File: config.mk
export PLATFORM = sky130hd
export DESIGN_NAME = junction_controller
export DESIGN_NICKNAME = d
export VERILOG_FILES = /design/src/rtl/junction_pkg.sv /design/src/rtl/phase_timer.sv /design/src/rtl/junction_controller.sv
export SDC_FILE = /design/constraint.sdc
export NUM_CORES = 1
export LEC_CHECK = 0
export BUFFER_PORTS_ARGS = -buffer_cell sky130_fd_sc_hd__buf_4
export CAP_MARGIN = 5
export CORE_UTILIZATION = 30
export DETAILED_ROUTE_END_ITERATION = 7
export HOLD_SLACK_MARGIN = 0.08
export PLACE_DENSITY = 0.58
export SYNTH_ARGS = -nofsm -noshare
export SYNTH_HDL_FRONTEND = slang
export SYNTH_SLANG_ARGS = --single-unit
File: constraint.sdc
create_clock -name clk -period 7.6 [get_ports clk]
set_input_delay 0.76 -clock clk [delete_from_list [all_inputs] [get_ports clk]]
set_output_delay 0.76 -clock clk [all_outputs]
set_load 0.05 [all_outputs]
File: src/rtl/junction_pkg.sv
// Shared types and defaults for the two-road junction scheduler.
// Lamp triples are {green, amber, red}, the same bit order as the single-road sequencer.
package junction_pkg;

    typedef enum logic [3:0] {
        ST_ALLRED_IDLE,
        ST_ALLRED,
        ST_NS_RA,
        ST_NS_G,
        ST_NS_A,
        ST_EW_RA,
        ST_EW_G,
        ST_EW_A,
        ST_PED_WALK
    } state_e;

    typedef enum logic [1:0] {
        PH_NS,
        PH_EW,
        PH_PED
    } phase_e;

    typedef struct packed {
        logic   valid;
        phase_e phase;
    } grant_t;

    localparam int unsigned T_RA_DEF     = 2;
    localparam int unsigned T_AMBER_DEF  = 3;
    localparam int unsigned T_ALLRED_DEF = 2;
    localparam int unsigned T_GMIN_DEF   = 5;
    localparam int unsigned T_GMAX_DEF   = 20;
    localparam int unsigned T_WALK_DEF   = 8;
    localparam int unsigned CNT_W_DEF    = 5;

    localparam logic [2:0] LAMP_RED       = 3'b001;
    localparam logic [2:0] LAMP_RED_AMBER = 3'b011;
    localparam logic [2:0] LAMP_GREEN     = 3'b100;
    localparam logic [2:0] LAMP_AMBER     = 3'b010;

    function automatic state_e entry_state(phase_e p);
        case (p)
            PH_NS:   return ST_NS_RA;
            PH_EW:   return ST_EW_RA;
            default: return ST_PED_WALK;
        endcase
    endfunction

    // Road lamps depend only on the state; any state not owned by the road shows red.
    function automatic logic [2:0] road_lamp(state_e s, logic is_ns);
        state_e ra;
        state_e g;
        state_e a;
        ra = is_ns ? ST_NS_RA : ST_EW_RA;
        g  = is_ns ? ST_NS_G  : ST_EW_G;
        a  = is_ns ? ST_NS_A  : ST_EW_A;
        if (s == ra)     return LAMP_RED_AMBER;
        else if (s == g) return LAMP_GREEN;
        else if (s == a) return LAMP_AMBER;
        else             return LAMP_RED;
    endfunction

endpackage

File: src/rtl/phase_timer.sv
// Per-state cycle counter: sync clear, saturating increment, equality compare against a target.
module phase_timer
    import junction_pkg::*;
#(
    parameter int unsigned CNT_W = CNT_W_DEF
) (
    input  logic             clk,
    input  logic             rst_n,
    input  logic             clr,
    input  logic [CNT_W-1:0] target,
    output logic [CNT_W-1:0] count,
    output logic             at_target
);

    logic [CNT_W-1:0] cnt_q;
    logic [CNT_W-1:0] cnt_d;

    always_comb begin
        cnt_d = cnt_q;
        if (clr) begin
            cnt_d = '0;
        end else if (cnt_q != '1) begin
            cnt_d = cnt_q + 1'b1;
        end
    end

    always_ff @(posedge clk) begin
        if (!rst_n) begin
            cnt_q <= '0;
        end else begin
            cnt_q <= cnt_d;
        end
    end

    assign count     = cnt_q;
    assign at_target = (cnt_q == target);

endmodule

File: src/rtl/junction_controller.sv
// Junction scheduler: NS road, EW road and pedestrian crossing share the crossing,
// separated by all-red clearance and chosen round-robin from latched requests.
module junction_controller
    import junction_pkg::*;
#(
    parameter int unsigned T_RA     = T_RA_DEF,
    parameter int unsigned T_AMBER  = T_AMBER_DEF,
    parameter int unsigned T_ALLRED = T_ALLRED_DEF,
    parameter int unsigned T_GMIN   = T_GMIN_DEF,
    parameter int unsigned T_GMAX   = T_GMAX_DEF,
    parameter int unsigned T_WALK   = T_WALK_DEF,
    parameter int unsigned CNT_W    = CNT_W_DEF
) (
    input  logic clk,
    input  logic rst_n,
    input  logic req_ns,
    input  logic req_ew,
    input  logic req_ped,
    output logic ns_red,
    output logic ns_amber,
    output logic ns_green,
    output logic ew_red,
    output logic ew_amber,
    output logic ew_green,
    output logic walk,
    output logic busy
);

    localparam logic [CNT_W-1:0] RA_M1     = CNT_W'(T_RA - 1);
    localparam logic [CNT_W-1:0] AMBER_M1  = CNT_W'(T_AMBER - 1);
    localparam logic [CNT_W-1:0] ALLRED_M1 = CNT_W'(T_ALLRED - 1);
    localparam logic [CNT_W-1:0] GMIN_M1   = CNT_W'(T_GMIN - 1);
    localparam logic [CNT_W-1:0] GMAX_M1   = CNT_W'(T_GMAX - 1);
    localparam logic [CNT_W-1:0] WALK_M1   = CNT_W'(T_WALK - 1);

    state_e           state_q, state_d;
    phase_e           last_q, last_d;
    logic [2:0]       pend_q, pend_d;
    logic [CNT_W-1:0] tgt;
    logic [CNT_W-1:0] count;
    logic             at_target;
    logic             timer_clr;
    logic             ns_leave;
    logic             ew_leave;
    logic             entering;
    grant_t           grant;

    function automatic phase_e rr_next(phase_e p);
        case (p)
            PH_NS:   return PH_EW;
            PH_EW:   return PH_PED;
            default: return PH_NS;
        endcase
    endfunction

    // Search begins at the phase after the one served last.
    function automatic grant_t pick(phase_e last, logic [2:0] pend);
        grant_t g;
        phase_e cand;
        g    = '{valid: 1'b0, phase: PH_NS};
        cand = last;
        for (int unsigned i = 0; i < 3; i++) begin
            cand = rr_next(cand);
            if (!g.valid && pend[cand]) begin
                g.valid = 1'b1;
                g.phase = cand;
            end
        end
        return g;
    endfunction

    always_comb begin
        case (state_q)
            ST_ALLRED:          tgt = ALLRED_M1;
            ST_NS_RA, ST_EW_RA: tgt = RA_M1;
            ST_NS_A, ST_EW_A:   tgt = AMBER_M1;
            ST_PED_WALK:        tgt = WALK_M1;
            default:            tgt = '1;
        endcase
    end

    assign ns_leave = (pend_q[PH_EW] | pend_q[PH_PED]) &&
                      (((count >= GMIN_M1) && !req_ns) || (count >= GMAX_M1));
    assign ew_leave = (pend_q[PH_NS] | pend_q[PH_PED]) &&
                      (((count >= GMIN_M1) && !req_ew) || (count >= GMAX_M1));

    always_comb begin
        state_d = state_q;
        last_d  = last_q;
        grant   = pick(last_q, pend_q);
        case (state_q)
            ST_ALLRED_IDLE: begin
                if (grant.valid) begin
                    state_d = entry_state(grant.phase);
                    last_d  = grant.phase;
                end
            end
            ST_ALLRED: begin
                if (at_target) begin
                    if (grant.valid) begin
                        state_d = entry_state(grant.phase);
                        last_d  = grant.phase;
                    end else begin
                        state_d = ST_ALLRED_IDLE;
                    end
                end
            end
            ST_NS_RA:    if (at_target) state_d = ST_NS_G;
            ST_NS_G:     if (ns_leave)  state_d = ST_NS_A;
            ST_NS_A:     if (at_target) state_d = ST_ALLRED;
            ST_EW_RA:    if (at_target) state_d = ST_EW_G;
            ST_EW_G:     if (ew_leave)  state_d = ST_EW_A;
            ST_EW_A:     if (at_target) state_d = ST_ALLRED;
            ST_PED_WALK: if (at_target) state_d = ST_ALLRED;
            default:     state_d = ST_ALLRED;
        endcase

        // A request cannot re-arm its own latch while that phase holds RA/G (or WALK);
        // on the entry edge the clear overrides a simultaneous set.
        pend_d[PH_NS]  = pend_q[PH_NS]  | (req_ns  && !(state_q inside {ST_NS_RA, ST_NS_G}));
        pend_d[PH_EW]  = pend_q[PH_EW]  | (req_ew  && !(state_q inside {ST_EW_RA, ST_EW_G}));
        pend_d[PH_PED] = pend_q[PH_PED] | (req_ped && (state_q != ST_PED_WALK));
        entering = (state_d != state_q) && (state_d inside {ST_NS_RA, ST_EW_RA, ST_PED_WALK});
        if (entering) begin
            pend_d[last_d] = 1'b0;
        end
    end

    assign timer_clr = (state_d != state_q);

    always_ff @(posedge clk) begin
        if (!rst_n) begin
            state_q <= ST_ALLRED;
            last_q  <= PH_PED;
            pend_q  <= '0;
        end else begin
            state_q <= state_d;
            last_q  <= last_d;
            pend_q  <= pend_d;
        end
    end

    phase_timer #(
        .CNT_W (CNT_W)
    ) u_timer (
        .clk       (clk),
        .rst_n     (rst_n),
        .clr       (timer_clr),
        .target    (tgt),
        .count     (count),
        .at_target (at_target)
    );

    assign {ns_green, ns_amber, ns_red} = road_lamp(state_q, 1'b1);
    assign {ew_green, ew_amber, ew_red} = road_lamp(state_q, 1'b0);
    assign walk = (state_q == ST_PED_WALK);
    assign busy = (state_q != ST_ALLRED_IDLE);

endmodule

==> results of run 1 <==
==> final timing paths <==
path	startpoint	end	slack, ns	depth (start not counted)
hold reg to reg	last_q[0]	last_q[0]	0.56	2
hold / removal	last_q[0]	last_q[0]	0.56	2
setup / recovery	state_q[1]	pend_q[0]	4.49	8
setup reg to reg	state_q[1]	pend_q[0]	4.49	8
==> placed cells by master, fill, tap and decap left out, types with 4 or more instances in the layout <==
| cell | count |
|---|---|
| nor2_1 | 16 |
| o21bai_1 | 4 |
| dfxtp_1 | 14 |
| nor3_1 | 5 |
| a21oi_1 | 14 |
| nand2_1 | 14 |
| clkbuf_8 | 4 |
| buf_4 | 12 |
| nor2b_1 | 10 |
| xnor2_1 | 4 |
| inv_1 | 6 |
| o211ai_1 | 5 |
| and3_1 | 5 |
| o21ai_1 | 4 |
| o21ai_0 | 6 |
| nor4_1 | 7 |
==> flip-flops by register name (all words and copies together) (netlist names) <==
signal	flops
pend_q	3
state_q	4
last_q	2
u_timer.count	5
==> power breakdown <==
part | switching (µW) | internal [µW]
registers | 54.5 | 92.4
logic | 261 | 170
clock network | 25.5 | 45.8
==> per-stage QoR <==
step | utilization | setup slack [ns]
after floorplan | - | 4.63
after global placement | 0.340 | 4.48
after detailed placement | 0.340 | 4.50
after CTS | 0.352 | 4.51
after global routing | 0.352 | 4.20
final | 0.352 | 4.49
==> area by class of cell <==
cell class | count | area (µm²)
Fill cell | 455 | 2840
Sequential cell | 14 | 280
Tap cell | 52 | 65.1
Inverter | 8 | 31.3
Multi-Input combinational cell | 153 | 1020
Timing Repair Buffer | 12 | 90.1
Clock buffer | 4 | 55.1
==> cells by family (layout without fill, tap and decap cells) <==
kind of cell | Yosys count | after routing | synth area share
muxes | 2 | 2 | 0.0145
and+or+nand+nor | 81 | 81 | 0.335
xor gates and xnor gates | 8 | 8 | 0.0562
adders and majority gates | 3 | 3 | 0.0272
AOI/OAI and AO/OA | 59 | 59 | 0.309
DFF | 14 | 14 | 0.203
buffers and inverters | 18 | 24 | 0.0553
==> worst register-to-register path, stage by stage, from the launching register on <==
cell and delay [ns]:
dfxtp_1 0.80, xor2_2 0.24, o211ai_1 0.32, xor2_1 0.22
nor4_2 0.52, a21oi_1 0.13, o211ai_1 0.51, a2bb2oi_2 0.19
o21ai_1 0.07
==> metal layers <==
metal,GRT usage,routed length [µm],vias to the layer above
met5,0,0,-
met4,0.0422,34,0
met3,0.0276,279,4
met2,0.220,1510,61
met1,0.240,1790,617
li1,-,-,701
==> reports/metrics.csv, run 1 <==
metric,value,unit
Max Freq,0.321,GHz
Core Rows,24,
Mean Syn Cell Area,7.46,µm²
Post CTS Setup Buffer Count,0,
Max IR drop VDD,0.179,mV
# clock sinks,14,
"EDFF count, synth",0,
IO Pins,13,
worst path buffer plus inverter count,0,
Leak,0.000582,µW
setup TNS,0,ns
core area,0.00438,mm²
most frequent cell after synthesis,nor2_1,
clk_skew,0.000722,ns
die area,0.00488,mm²
"Design Area, Final",0.00155,mm²
cts bufs inserted,3,
clock period minus worst slack,3.11,ns
Rel. slew slack,0.498,
Worst Path Required,7.73,ns
Post-Syn Nets,193,
Synth top area share,0.203,
fraction of final layout cells with drive strength greater than 1,0.147,
post-synthesis sequential area ratio,0.203,
critical path arrival,3.24,ns
CP max stage delay,0.80,ns
Power per Cell Area,421,mW/mm²
CTS tree,built,
dominant cells by area after synthesis,"dfxtp_1, a21oi_1, nor2b_1, nor2_1, nand2_1",
vias per cell,5.69,
Vias,1383,
Starting Density,0.315,
GP Congestion,0.899,
min-delay worst type,register to register,
first-pass GRT wire length,6310,µm
Least-Margin Pin Slew,0.751,ns
Synthesis Warnings,0,
period utilization,0.410,
H-Tree Depth,1,
outcome,"finished, final reports clean",
post-synthesis register bit count,14,
Post-synth top cells,"nor2_1, a21oi_1, dfxtp_1, nand2_1, nor2b_1",
# setup viols final,0,
vias in the first global route,1276,
# hold bufs at CTS,0,
Clock Tree Buf Depth,2,
dpl cells,239,
clock slew at reported path FFs,0.06,ns
DRT Pass-1 Iters,4,
PortBufs,12,
Most Frequent Cell on Critical Path,o211ai_1,
WL/cell,14.8,µm
All-Layer GR Usage,0.156,
clk_lat worst skew,0.24,ns
Yosys cell types,54,
crit path max-delay cell type,dfxtp_1,
Syn Inst Count,185,
post-CTS sizing,0,
kind of critical path,register to register,
CP Capture Type,register,
Design Power,650,µW
dominant cell type by area after synthesis,dfxtp_1,
Post-DRT Antenna Nets,0,
ys flop type,dfxtp_1,
max-slew violation count,0,
DRT iter0 DRCs,227,
"CP delay by family, top",compound AO/OA/AOI/OAI gates,
Residual DRC,0,
Synth Cell Area,0.00138,mm²
initial antenna violation count,0,
worst path cell trace,"xor2_2, o211ai_1, xor2_1, nor4_2, a21oi_1, o211ai_1, a2bb2oi_2, o21ai_1",
Setup crit start kind,register,
total grt overflow,0,
Die X-Extent,69.8,µm
post-synthesis async set-or-reset flop share,0,
nets@finish,200,
die extent in y,69.8,µm
# Max-Cap Violations,0,
RSZ-0062 raised after global routing,no,
largest net degree at the start of global routing,25,
Fin. Hold Viols,0,
maximum fanout along the worst path,24,
Root Driver,clkbuf_8,
Area Overhead vs Synth,12.0,%
ant diodes,0,
final non-filler cell total,243,
final hold slack,0.563,ns
hpwl dp,2820,µm
routed wire length,3610,µm
placed cell area,0.00149,mm²
Power figures use the tool's default switching activity.
==> run 2, diff against run 1 <==
--- a/config.mk
+++ b/config.mk
@@ -10,7 +10,7 @@
 export CORE_UTILIZATION = 30
 export DETAILED_ROUTE_END_ITERATION = 7
 export HOLD_SLACK_MARGIN = 0.08
-export PLACE_DENSITY = 0.58
+export PLACE_DENSITY = 0.6
 export SYNTH_ARGS = -nofsm -noshare
 export SYNTH_HDL_FRONTEND = slang
 export SYNTH_SLANG_ARGS = --single-unit
==> constraint.sdc (replaced) <==
create_clock -name clk -period 2.8 [get_ports clk]
set_input_delay 0.28 -clock clk [delete_from_list [all_inputs] [get_ports clk]]
set_output_delay 0.28 -clock clk [all_outputs]
set_load 0.05 [all_outputs]
==> reports/metrics.csv, run 2 (synthesis gave the netlist of run 1 again) <==
metric,value,unit,change
vias per cell,5.89,,+3.6%
DRT Pass-1 Iters,5,,+1
Leak,0.000699,µW,+20%
Core Rows,24,,unchanged
multi-input logic area,0.00104,mm²,+2.1%
Max Freq,0.373,GHz,+16%
Least-Margin Pin Slew,0.537,ns,-0.214 ns
Starting Density,0.315,,unchanged
critical path arrival,2.81,ns,-0.43 ns
Post CTS Setup Buffer Count,0,,unchanged
Design Power,1980,µW,+210%
RR Endpoint,pend_q[0],,
H-Tree Depth,1,,unchanged
maximum fanout along the worst path,5,,-79%
clock period minus worst slack,2.68,ns,-0.433 ns
nets@finish,220,,+10%
DRT iter0 DRCs,180,,-21%
register area,280,µm²,unchanged
total grt overflow,0,,unchanged
initial antenna violation count,0,,unchanged
Residual DRC,0,,unchanged
Post-DRT Antenna Nets,0,,unchanged
All-Layer GR Usage,0.180,,+0.0242
"most common cell after layout, fill and taps aside",buf_4,,
# clock sinks,14,,unchanged
final setup margin,0.120,ns,-4.37 ns
Final Util,0.392,,+0.0391
die area,0.00488,mm²,unchanged
reg2reg start,state_q[1],,
first-pass GRT wire length,7090,µm,+12%
CP Capture Type,register,,
clock slew at reported path FFs,0.06,ns,about the same
crit path launch,state_q[1],,
CTS tree,built,,
ant diodes,0,,unchanged
die extent in y,69.8,µm,unchanged
clk_skew,0.000758,ns,+0.0000361 ns
core area,0.00438,mm²,unchanged
# Max-Cap Violations,0,,unchanged
dpl cells,259,,+8.4%
RSZ-0062 raised after global routing,yes,,
vias in the first global route,1444,,+13%
CP Capture Point,pend_q[0],,
fraction of final layout cells with drive strength greater than 1,0.237,,+0.0904
IO Pins,13,,unchanged
hpwl dp,3350,µm,+19%
cts bufs inserted,3,,unchanged
max reg flops,5,,unchanged
Clock Tree Buf Depth,2,,unchanged
most frequent cells in the layout,"buf_4, nor2_1, nand2_1, dfxtp_1, a21oi_1",,
min-delay worst type,input port to register,,
final hold slack,0.264,ns,-0.299 ns
max-slew violation count,0,,unchanged
WL/cell,16.1,µm,+8.7%
Root Driver,clkbuf_8,,
Rel. slew slack,0.641,,+0.142
period utilization,0.957,,+0.548
kind of critical path,register to register,,
Area Overhead vs Synth,24.4,%,
outcome,"finished, final reports clean",,
# hold bufs at CTS,0,,unchanged
fillers,452,,-0.66%
Max IR drop VDD,0.439,mV,+150%
r2r setup slk,0.12,ns,-4.37 ns
Fin. Hold Viols,0,,unchanged
Vias,1550,,+12%
GP Congestion,0.944,,+5.0%
Reg2Reg Depth,9,,+1
Setup crit start kind,register,,
routed wire length,4250,µm,+18%
final non-filler cell total,263,,+8.2%
Worst Path Required,2.93,ns,-4.80 ns
Power per Cell Area,1160,mW/mm²,+170%
PortBufs,12,,unchanged
DP Worst Slack,0.0196,ns,-4.48 ns
clk_lat worst skew,0.25,ns,about the same
largest net degree at the start of global routing,19,,-24%
Die X-Extent,69.8,µm,unchanged
# setup viols final,0,,unchanged
-- run 2: worst min-delay path by stage --
stage             from          to  depth (start not counted)
2_1_floorplan    rst_n  state_q[1]                          1
6_report       req_ped   pend_q[2]                          3
3_5_place_dp   req_ped   pend_q[2]                          3
4_1_cts        req_ped   pend_q[2]                          3
5_1_grt        req_ped   pend_q[2]                          3
3_3_place_gp   req_ped   pend_q[2]                          3
-- run 2: repair_timing --
| item | 4_1_cts | 5_1_grt |
|---|---|---|
| setup endpoints to repair | 2 | 4 |
| gates resized for setup | 1 | 2 |
| endpoints found under the hold margin | 0 | 0 |
-- run 2: cell type report --
type / instances / area share
clock buffers: 4 / 0.0321
multi-input cells: 153 / 0.609
inverters: 8 / 0.0182
repair buffers: 32 / 0.140
flip-flops and latches: 14 / 0.163
well taps: 52 / 0.0379
-- run 2: power by group --
group / switching (µW) / leakage (µW) / internal (µW)
Sequential: 76.4 / 0.000115 / 251
Clock: 73.6 / 0.0000288 / 125
Combinational: 853 / 0.000555 / 604
Total: 1000 / 0.000699 / 980
-- run 2: stage by stage --
| step | TNS [ns] | cell area [µm²] |
|---|---|---|
| final | 0 | 1720 |
| after global routing | -0.0202 | 1720 |
| after detailed placement | 0 | 1640 |
| after CTS | 0 | 1700 |
| after floorplan | 0 | 1380 |
| after global placement | 0 | 1640 |
-- run 2: layer usage --
| layer | up-vias | global-route usage | part of all wire |
|---|---|---|---|
| met4 | 0 | 0.0667 | 0.023 |
| met2 | 74 | 0.270 | 0.44 |
| li1 | 743 | - | - |
| met1 | 721 | 0.254 | 0.44 |
| met5 | - | 0 | 0 |
| met3 | 12 | 0.0349 | 0.093 |
-- run 2: worst max-delay path: stages, from the launching register on --
cell,delay [ns]
dfxtp_1,0.39
buf_4,0.17
or3b_1,0.43
a21oi_1,0.22
a21oi_2,0.09
or4_4,0.59
o221ai_1,0.36
nor2_1,0.09
a2bb2oi_2,0.15
o21ai_1,0.07
